===== config.mk =====
export PLATFORM = sky130hd
export DESIGN_NAME = instruction_fetch
export DESIGN_NICKNAME = d
export VERILOG_FILES = /design/src/rtl/instruction_fetch.sv
export SDC_FILE = /design/constraint.sdc
export NUM_CORES = 1
export LEC_CHECK = 0
export CORE_UTILIZATION = 39
export CTS_CLUSTER_DIAMETER = 150
export DETAILED_ROUTE_END_ITERATION = 8
export PLACE_DENSITY = 0.78
export SYNTH_ARGS = -nofsm -noshare
export SYNTH_HDL_FRONTEND = slang
export SYNTH_SLANG_ARGS = --single-unit

===== constraint.sdc =====
create_clock -name Clock -period 1.9 [get_ports Clock]
set_clock_uncertainty 0.1 [all_clocks]
set_input_delay 0.38 -clock Clock [delete_from_list [all_inputs] [get_ports Clock]]
set_output_delay 0.38 -clock Clock [all_outputs]
set_load 0.05 [all_outputs]

===== src/rtl/instruction_fetch.sv =====
// Fetch stage: holds the PC, drives the ROM address and registers the returned word.
// Optional fetch/flush performance counters are compiled in with FETCH_PERF_EN.
module instruction_fetch #(
    parameter int                  ADDR_W       = 16,
    parameter int                  INSTR_W      = 28,
    parameter logic [ADDR_W-1:0]   RESET_VECTOR = '0,
    parameter logic [INSTR_W-1:0]  NOP_WORD     = '0
) (
    input  logic               Clock,
    input  logic               Reset,
    input  logic               iEnable,
    input  logic               iStall,
    input  logic               iRedirect,
    input  logic [ADDR_W-1:0]  iRedirectAddr,
    output logic [ADDR_W-1:0]  oAddress,
    input  logic [INSTR_W-1:0] iInstruction,
    output logic [INSTR_W-1:0] oInstruction,
    output logic [ADDR_W-1:0]  oInstrPC,
    output logic               oValid
`ifdef FETCH_PERF_EN
    ,
    output logic [15:0]        oFetchCount,
    output logic [15:0]        oFlushCount
`endif
);

    typedef enum logic [1:0] {IDLE, RUN, FLUSH} state_t;

    typedef struct packed {
        logic [INSTR_W-1:0] instr;
        logic [ADDR_W-1:0]  pc;
        logic               vld;
    } ir_t;

    state_t            state, state_nx;
    logic [ADDR_W-1:0] pc, pc_nx;
    ir_t               ir;
    logic              latch, redir, drop;

    assign oAddress     = pc;
    assign oInstruction = ir.instr;
    assign oInstrPC     = ir.pc;
    assign oValid       = ir.vld;

    // RUN and FLUSH share one priority chain: redirect, stall, disable, fetch.
    always_comb begin
        state_nx = state;
        pc_nx    = pc;
        latch    = 1'b0;
        redir    = 1'b0;
        drop     = 1'b0;
        case (state)
            IDLE: if (iEnable) state_nx = RUN;
            RUN, FLUSH: begin
                if (iRedirect) begin
                    redir    = 1'b1;
                    pc_nx    = iRedirectAddr;
                    state_nx = FLUSH;
                end else if (iStall) begin
                    state_nx = state;
                end else if (!iEnable) begin
                    drop     = 1'b1;
                    state_nx = IDLE;
                end else begin
                    latch    = 1'b1;
                    pc_nx    = pc + ADDR_W'(1);
                    state_nx = RUN;
                end
            end
            default: state_nx = IDLE;
        endcase
    end

    always_ff @(posedge Clock or negedge Reset) begin
        if (!Reset) begin
            state <= IDLE;
            pc    <= RESET_VECTOR;
        end else begin
            state <= state_nx;
            pc    <= pc_nx;
        end
    end

    always_ff @(posedge Clock or negedge Reset) begin
        if (!Reset) begin
            ir.instr <= NOP_WORD;
            ir.pc    <= '0;
            ir.vld   <= 1'b0;
        end else if (redir) begin
            ir.instr <= NOP_WORD;
            ir.vld   <= 1'b0;
        end else if (drop) begin
            ir.vld   <= 1'b0;
        end else if (latch) begin
            ir.instr <= iInstruction;
            ir.pc    <= pc;
            ir.vld   <= 1'b1;
        end
    end

`ifdef FETCH_PERF_EN
    always_ff @(posedge Clock or negedge Reset) begin
        if (!Reset) begin
            oFetchCount <= '0;
            oFlushCount <= '0;
        end else begin
            if (latch && oFetchCount != 16'hFFFF) oFetchCount <= oFetchCount + 16'd1;
            if (redir && oFlushCount != 16'hFFFF) oFlushCount <= oFlushCount + 16'd1;
        end
    end
`endif

endmodule


==> impl_metrics.json <==
{
  "yosysSeqAreaShare_pct": 55.6,
  "ys_types": 44,
  "dp_hpwl_um": 5530,
  "cp_max_fo": 27,
  "die_w_um": 87.3,
  "ff2ff_setup_slack_ns": 0.1,
  "worstReg2RegEnd": "state[0]",
  "cp-startpoint": "state[1]",
  "met2_usage_pct": 32.4,
  "fp-row-count": 30,
  "clk_path_buf_depth": 2,
  "viasPerCell": 5.39,
  "period_share_pct": 94.8,
  "final_layout_size_suffix_gt1_share_pct": 33.4,
  "wl_per_cell_um": 16.8,
  "final_cell_mix": "76 x buf_4, 63 x dfrtp_1, 47 x clkdlybuf4s50_1",
  "whs_path_depth": 1,
  "end_kind": "flop",
  "portBuffers": 109,
  "hold_path_end": "oInstruction[19]",
  "met1_usage_pct": 29.4,
  "syn_area_mm2": 0.00284,
  "status": "finished, final reports clean",
  "synthArstFlopShare_pct": 100,
  "n_antenna_cell": 0,
  "vias": 2515,
  "hold_class": "flop to flop",
  "fin_nets": 418,
  "h-tree-depth": 3,
  "gp_congestion": 0.916,
  "io_pins": 110,
  "grtUsageTotal_pct": 21.3,
  "peakVddDrop_mv": 1.07,
  "synth_fp_nets": 291,
  "cts_made_buffers": 9,
  "wirelength_um": 7830,
  "cp_data_required_time_ns": 2.01,
  "final-setup-viol-count": 0,
  "syn_area_per_cell_um2": 11.9,
  "syn2layout_area_growth_pct": 51.0,
  "stdcell_area_mm2": 0.00429,
  "grt_pass1_wl_um": 12200,
  "synth_warnings": 0,
  "finalHoldViolations": 0,
  "placed_cell_area_mm2": 0.00406,
  "syn_inst": 239,
  "maxCapViolCount": 0,
  "grt_pass1_vias": 2406,
  "die_h_um": 87.3,
  "synth_flop_cell": "dfrtp_1",
  "root_buffer": "clkbuf_8",
  "synth_edf_count": 0,
  "drc": 0,
  "grt.busiest_layer": "met2",
  "first_pass_iters": 4,
  "grt_antenna_before_repair": 0,
  "final_common_cell": "buf_4",
  "grt_setup_unrepaired": "false",
  "grt.overflow.total": 0,
  "path_clk_slew_ns": 0.07,
  "initial_utilization_pct": 41.1,
  "die_area_mm2": 0.00762,
  "antenna_left": 0,
  "fmaxAchievable_mhz": 555,
  "slew_headroom_pct": 72.5,
  "tritoncts": "done",
  "p_leak_nw": 1.99,
  "period_needed_ns": 1.80,
  "ys_ff_latch": 63,
  "initialDrtViolationCount": 236,
  "r2r_cells": 7,
  "clk-insertion-delay-late_ns": 0.34,
  "core_mm2": 0.00691,
  "powerDensity_mw_per_mm2": 1970,
  "worst_slew_pin_slew_ns": 0.409,
  "met3_usage_pct": 4.08,
  "rr_startpoint": "state[1]",
  "hold_start": "oInstruction[19]",
  "fin_hold_ws_ns": 0.402,
  "grt_max_degree": 64,
  "drv_slew": 0,
  "cp-start-kind": "flop",
  "timing.critical_path.arrival_ns": 1.91,
  "clock_sinks": 63,
  "total_power_mw": 8.43,
  "critPathKind": "flop to flop"
}
-- power by group --
group	switching [mW]	total (mW)	internal, mW
Sequential	0.504	2.42	1.91
Clock	0.525	1.17	0.647
Combinational	3.13	4.84	1.71
-- synthesized netlist by cell type, drive strengths merged (2+ instances only) --
cell,count,area (um2)
dfrtp,63,1580
a22o,29,254
buf,16,104
mux2,16,180
nand2,14,52.6
o22ai,12,75.1
a21oi,9,45.0
nor2,8,30.0
nand4,7,43.8
o21ai,7,38.8
inv,6,22.5
mux2i,6,60.1
and3,5,31.3
nand3,4,20.0
a211oi,3,22.5
and4,3,28.8
ha,3,37.5
nor2b,3,18.8
nor3,3,20.0
a41oi,2,17.5
clkbuf,2,7.51
o21a,2,15.0
-- flip-flops by register name, summed over array words and instances, names as in the netlist --
signal,count
oInstrPC,16
oAddress,16
oInstruction,28
oValid,1
state,2
-- cell type report --
cell class | count | area (um2)
fill | 578 | 2620
clock buffer | 12 | 145
tap | 96 | 120
timing repair buffer | 134 | 1240
multi-input combinational | 151 | 1130
inverter | 7 | 26.3
sequential | 63 | 1580
clock inverter | 4 | 55.1
-- per-layer routing --
layer  up-vias  share of wire [%]
met5         -                  0
met4         0                2.2
met3        16                6.7
met2       107                 48
met1      1233                 43
li1       1159                  -
-- cells by family (layout without fill, tap and decap cells) --
| kind of cell | count (synthesis) | count (layout) | synth area share [%] |
|---|---|---|---|
| compound gates | 72 | 72 | 19.0 |
| fa+ha+maj | 3 | 3 | 1.32 |
| buf+inv | 25 | 157 | 4.85 |
| flops | 63 | 63 | 55.6 |
| mux | 22 | 22 | 8.47 |
| simple gates | 54 | 54 | 10.8 |
-- stage by stage --
step           worst slack [ns]  utilization, %  TNS (ns)  instances
2_1_floorplan            0.0529               -         0        239
3_3_place_gp            -0.0849            58.8     -2.41        448
3_5_place_dp             -0.151            58.8     -2.90        448
4_1_cts                  0.0785            61.8         0        465
5_1_grt                 0.00519            62.0         0        467
6_report                 0.0987            62.0         0        467
-- worst max-delay path, cell delays in order, from the launching register on --
cell	delay, ns
dfrtp_1	0.38
inv_1	0.05
ha_1	0.28
buf_4	0.29
nor2b_2	0.29
nand2_1	0.09
o2111ai_1	0.10
o21ai_0	0.10
-- how the worst max path moves through the flow --
stage,endpoint,slack [ns]
after global placement,oInstrPC[8],-0.08
after floorplan,oInstrPC[3],0.05
after CTS,state[0],0.08
after global routing,oAddress[9],0.005
after detailed placement,oAddress[12],-0.15
final,state[0],0.1
-- what timing repair did --
action	in CTS	in global routing
setup endpoints to repair	1	11
hold buffers	1	0
endpoints found under the hold margin	63	0
resized for setup	1	0
setup buffers	0	2
Power figures use the tool's default switching activity.
